$ cat src/rtl/mux_nx1_arb.sv
`default_nettype none
// ======================================================================
// mux_nx1_arb : N-to-1 registered mux with valid/ready, select or round-robin
// Rev 1.0
// ======================================================================
module mux_nx1_arb #(
   parameter int WIDTH  = 32,
   parameter int NUM_IN = 2,
   parameter int MODE   = 0,
   parameter int SEL_W  = $clog2(NUM_IN),
   parameter int CNT_W  = 16
) (
   input  logic                    clk,
   input  logic                    rst_n,
   input  logic [NUM_IN*WIDTH-1:0] in_data,
   input  logic [NUM_IN-1:0]       in_valid,
   output logic [NUM_IN-1:0]       in_ready,
   input  logic [SEL_W-1:0]        sel,
   output logic [WIDTH-1:0]        out_data,
   output logic                    out_valid,
   input  logic                    out_ready,
   output logic [SEL_W-1:0]        out_src,
   output logic [CNT_W-1:0]        xfer_cnt
);

   logic             load_en;
   logic             xfer;
   logic             grant_vld;
   logic [SEL_W-1:0] grant;
   logic [WIDTH-1:0] grant_data;

   assign load_en = !out_valid || out_ready;

   generate
      if (MODE == 0) begin : g_sel
         // Out-of-range select values match no channel, so they never grant.
         always_comb begin
            grant     = '0;
            grant_vld = 1'b0;
            for (int i = 0; i < NUM_IN; i++) begin
               if (sel == SEL_W'(i) && in_valid[i]) begin
                  grant     = SEL_W'(i);
                  grant_vld = 1'b1;
               end
            end
         end
      end else begin : g_rr
         logic [SEL_W-1:0] rr_ptr;

         // Two ascending passes: channels at/after the pointer first, then the wrapped ones.
         always_comb begin
            grant     = '0;
            grant_vld = 1'b0;
            for (int i = 0; i < NUM_IN; i++) begin
               if (!grant_vld && in_valid[i] && rr_ptr <= SEL_W'(i)) begin
                  grant     = SEL_W'(i);
                  grant_vld = 1'b1;
               end
            end
            for (int i = 0; i < NUM_IN; i++) begin
               if (!grant_vld && in_valid[i] && SEL_W'(i) < rr_ptr) begin
                  grant     = SEL_W'(i);
                  grant_vld = 1'b1;
               end
            end
         end

         always_ff @(posedge clk or negedge rst_n) begin
            if (!rst_n) begin
               rr_ptr <= '0;
            end else if (xfer) begin
               rr_ptr <= (grant == SEL_W'(NUM_IN - 1)) ? '0 : grant + SEL_W'(1);
            end
         end
      end
   endgenerate

   always_comb begin
      grant_data = '0;
      for (int i = 0; i < NUM_IN; i++) begin
         if (grant == SEL_W'(i)) begin
            grant_data = in_data[i*WIDTH +: WIDTH];
         end
      end
   end

   // Gated by rst_n so no channel sees an accept while the block is held in reset.
   always_comb begin
      in_ready = '0;
      for (int i = 0; i < NUM_IN; i++) begin
         in_ready[i] = rst_n && load_en && grant_vld && (grant == SEL_W'(i));
      end
   end

   assign xfer = |in_ready;

   always_ff @(posedge clk or negedge rst_n) begin
      if (!rst_n) begin
         out_valid <= 1'b0;
         out_data  <= '0;
         out_src   <= '0;
         xfer_cnt  <= '0;
      end else if (xfer) begin
         out_valid <= 1'b1;
         out_data  <= grant_data;
         out_src   <= grant;
         xfer_cnt  <= xfer_cnt + CNT_W'(1);
      end else if (load_en) begin
         out_valid <= 1'b0;
      end
   end

endmodule
`default_nettype wire

$ cat config.mk
export PLATFORM = sky130hd
export DESIGN_NAME = mux_nx1_arb
export DESIGN_NICKNAME = d
export VERILOG_FILES = /design/src/rtl/mux_nx1_arb.sv
export SDC_FILE = /design/constraint.sdc
export NUM_CORES = 1
export LEC_CHECK = 0
export CORE_MARGIN = 10
export CORE_UTILIZATION = 36
export CTS_BUF_LIST = sky130_fd_sc_hd__clkbuf_4 sky130_fd_sc_hd__clkbuf_8
export CTS_CLUSTER_SIZE = 8
export DETAILED_ROUTE_END_ITERATION = 8
export PLACE_DENSITY = 0.77
export SETUP_SLACK_MARGIN = 0.15
export SLEW_MARGIN = 25
export SYNTH_ARGS = -nofsm -noshare
export SYNTH_HDL_FRONTEND = slang
export SYNTH_SLANG_ARGS = --single-unit
$ cat constraint.sdc
create_clock -name clk -period 1.6 [get_ports clk]
set_clock_uncertainty 0.1 [all_clocks]
set_input_delay 0.24 -clock clk [delete_from_list [all_inputs] [get_ports clk]]
set_output_delay 0.24 -clock clk [all_outputs]
set_load 0.01 [all_outputs]
Word level (Yosys, flattened, before mapping)
Cells that the tools add are included.

operators by class
  bitwise gates (word level) = 2
  multiplexer cells = 6
  add/subtract/negate cells = 1
  reductions and logical operators = 10

operator list
  kind                                                             number
  32-bit 2-to-1 mux                                                1
  16-bit by 1-bit adder with 16-bit output, second input constant  1
  1-bit logical AND                                                6
  1-bit 2-to-1 mux                                                 5
  1-bit inverter                                                   2
  2-bit nonzero test                                               1
  2-bit OR reduction                                               1
  1-bit logical NOT                                                1
  1-bit logical OR                                                 1

word-level totals
  input bits = 70
  register bits = 50

Logic depth before layout (Yosys ltp)
  depth after elaboration = 8
  depth in mapped cells = 6

Least setup slack after synthesis
Ideal clock, no wire load.

  kind = flip-flop to flip-flop
  from = register out_valid
  to = register out_data[2]
  data required time = 1.373 ns
  library setup time = 0.127 ns
  path slack = 0.064 ns
  buffers on the path = 2
  period minus slack after synthesis = 1.536 ns
  stages on the path, launching flop included = 7
  arrival = 1.309 ns
  cell sequence = dfrtp_1 -> nand2b_4 -> and4_1 -> buf_6 -> buf_6 -> a222oi_1 -> inv_1

between the ends
  cells in the longest elaborated chain, start to end = 6

ends and longest elaborated chain
  element                          line  source
  start, declared                  20    output logic out_valid,
  start signal, assigned           99    out_valid <= 1'b0;
  start signal, assigned           104   out_valid <= 1'b1;
  start signal, assigned           109   out_valid <= 1'b0;
  1-bit logical NOT                32    assign load_en = !out_valid || out_ready;
  1-bit logical OR                 32
  1-bit logical AND (3 in series)  91    in_ready[i] = rst_n && load_en && grant_vld && (grant == SEL_W'(i));
  named net in_ready[1]            17    output logic [NUM_IN-1:0] in_ready,
  2-bit OR reduction               95    assign xfer = |in_ready;
  end signal, assigned             105   out_data <= grant_data;
  end, declared                    19    output logic [WIDTH-1:0] out_data,

The timed path passes the listed nets, and every way through them passes these cells.
A chain may end at the register's enable or synchronous reset.

Worst setup path in the final report
  from = register out_valid
  to = register out_data[23]

between the ends
  cells in the longest elaborated chain, start to end = 6

ends and longest elaborated chain
  element                            line
  1-bit logical NOT *                32
  1-bit logical OR *                 32
  1-bit logical AND * (2 in series)  91
  1-bit logical AND                  91
  2-bit OR reduction *               95

Mark *: on every way between the ends. The rest lies on a longest branch, timed or not.

==> flow_summary.yaml <==
power:
  leakagePower_uw: 0.00194
  irDropWorstVdd_uv: 472
  finalPower_uw: 3700
  power_density_mw_per_mm2: 970
clock_network:
  cts_max_path_buffers: 2
  cts.sinks: 50
  cts_tree: "done"
  clk_pin_slew_ns: 0.09
  ctsRootBufferMaster: "clkbuf_8"
  clkLatencyLatePin_ns: 0.29
  cts_buffers: 5
  htreeDepth: 2
logic_synthesis:
  synthMuxAreaShare_pct: 0.510
  synth_area_mm2: 0.00221
  synthSimpleGateAreaFrac_pct: 10.7
  synth_area_leaders: "dfrtp_1 57%, a222oi_1 15%, inv_1 5.8%"
  synth_top_family_by_area: "compound AO/OA/AOI/OAI gates"
  yosysWarnings: 0
  synth_fa_ha_area_share_pct: 0.567
  synth-xor-area-share_pct: 5.96
  synth_cell_types: 24
  ys_ff_latch: 50
  synth_top_cell_area_share_pct: 56.7
  syn_inst: 185
  yosysSeqAreaShare_pct: 56.7
  synth_compound_area_share_pct: 14.9
  synth.avg_cell_area_um2: 11.9
  synth_nets: 256
  yosysTopAreaCell: "dfrtp_1"
placement:
  routabilityCongestion: 0.782
  place_area_mm2: 0.00349
  hpwl_um: 5320
  io_buffer_count: 121
floorplan:
  start_util_pct: 37.3
  core_mm2: 0.00592
  die_area_mm2: 0.00966
  io_pins: 122
  die_w_um: 98.3
  num_rows: 28
  die_h_um: 98.3
finish:
  antenna_cells: 0
  stdcell_area_mm2: 0.00381
  nNetsFinal: 400
  drive_gt1_share_pct: 15.8
  syn2layout_area_growth_pct: 72.8
grt:
  grt_max_degree: 34
  antenna_found_initial: 0
  track_usage_pct: 14.8
  grt.overflow.total: 0
  grt_pass1_wl_um: 11900
  grt_pass1_vias: 2222
sta:
  period_minus_slack_ns: 1.64
  rsz0062_at_grt: "true"
  finalHoldViolCount: 0
  tightest_slew_ns: 0.353
  max_slew_margin_pct: 76.5
  final.setup.worst_slack_ns: -0.0390
  max_freq_mhz: 610
  setup_violations: 1
  fin_crit_sh_pct: 102
  slew_viol_final: 0
critical_path:
  worstPathCellList: "nand2b_4, and4_4, buf_6, clkbuf_16, a222oi_1, inv_1"
  critPathTopFamily: "flip-flops"
  worstSetupEndpointType: "register"
  critPathKind: "register to register"
  cp_slowest_stage_delay_ns: 0.41
  arrival_ns: 1.70
  cp_slowest_cell: "dfrtp_1"
  crit_fanout: 7
  crit_buf_inv: 3
  required_ns: 1.67
  startpoint_type: "register"
routing:
  drt-total-wl_um: 7630
  drt_iter0_drc: 163
  ant_nets: 0
  drc: 0
  vias_per_cell: 5.21
  firstDrtPassIters: 7
  vias: 2109
  wl_per_cell_um: 18.8
status:
  status: "finished, violations left"
  violations: "setup timing"
run:
  drv_cap: 0
hold_path:
  hold_class: "input port to asynchronous set/reset pin"
cell families (layout without fill, tap and decap cells):
family | Yosys count | count (layout)
AO/OA/AOI/OAI | 33 | 33
XOR/XNOR | 15 | 15
adder cells (fa/ha/maj) | 1 | 1
buffers and inverters | 47 | 191
flip-flops | 50 | 50
multiplexers | 1 | 1
AND/OR/NAND/NOR | 38 | 39
final timing paths:
check | start | depth (start not counted) | slack [ns] | to
max | out_valid | 6 | -0.04 | out_data[23]
max reg2reg | out_valid | 6 | -0.04 | out_data[23]
max in group asynchronous | rst_n | 3 | 0.75 | out_data[9]
min | rst_n | 3 | 0.03 | xfer_cnt[1]
min in group clk | out_ready | 3 | 0.26 | out_valid
min reg2reg | xfer_cnt[15] | 1 | 0.38 | xfer_cnt[15]
registers in the layout (all words and copies together), names as in the netlist:
signal     cells
xfer_cnt      16
out_data      32
out_src        1
out_valid      1
Yosys cell counts:
library cell and n:
nor4_4 1, ha_1 1, buf_2 5, dfrtp_1 50
xnor2_1 12, nor2_2 1, clkbuf_1 1, nand2_1 8
mux2_1 1, xor2_1 3, buf_6 7, and2_1 3
nand2b_4 1, nand3_2 1, and4b_1 1, and3_1 3
nor2_1 1, a222oi_1 32, nor3_1 3, nand3_1 6
nand4_1 8, o21bai_1 1, inv_1 34, and4_1 1
through the flow:
stage                     setup WS [ns]  util [%]  TNS (ns)  hold WS, ns  std cells
after floorplan                   0.135         -         0       -0.156        185
after global placement           -0.375      58.9    -12.54       0.0954        378
after detailed placement         -0.378      58.9    -14.13       0.0983        378
after CTS                        0.0166      63.0         0       0.0184        401
after global routing             -0.118      64.4     -1.33       0.0553        405
final                           -0.0390      64.4   -0.0390       0.0337        405
power by group:
group / internal (uW) / switching [uW]
registers: 1490 / 125
logic: 719 / 612
clock network: 366 / 390
repair_timing:
item | CTS | global route
endpoints found under the hold margin | 22 | 0
pin swaps | 5 | 14
setup buffers | 11 | 2
endpoints found under the setup margin | 99 | 43
gates resized for setup | 83 | 8
hold buffers | 2 | 0
gates cloned | 2 | 2
final cells by class:
cell class,count,area [um^2]
fillers,496,2110
repair buffers,149,1450
flip-flops and latches,50,1250
multi-input cells,89,792
inverters,34,128
well taps,75,93.8
clock buffers,7,90.1
clock inverters,1,5.00
cell usage in the layout (no fill, tap or decap), types with 2 or more instances in the layout:
cell / count
buf_16: 2
a222oi_1: 32
and2_1: 3
xnor2_1: 12
dfrtp_1: 49
buf_2: 2
buf_4: 19
xor2_1: 3
clkbuf_8: 6
nand4_1: 8
inv_1: 34
nor3_4: 2
nand2_1: 8
nand3_1: 5
dlygate4sd3_1: 2
clkdlybuf4s50_1: 64
buf_12: 3
and3_1: 2
dlygate4sd2_1: 53
buf_6: 3
tightest hold or removal path, delay by kind of cell:
kind	cells	cell delay [ns]
buf+inv	3	0.60
layer usage:
metal	GRT usage, %	vias up	part of all wire, %
met1	16.9	1037	41
li1	-	977	-
met4	3.31	0	0.83
met2	25.7	90	49
met5	0	-	0
met3	5.43	5	8.7
No activity file was read; power rests on OpenSTA's default activity.
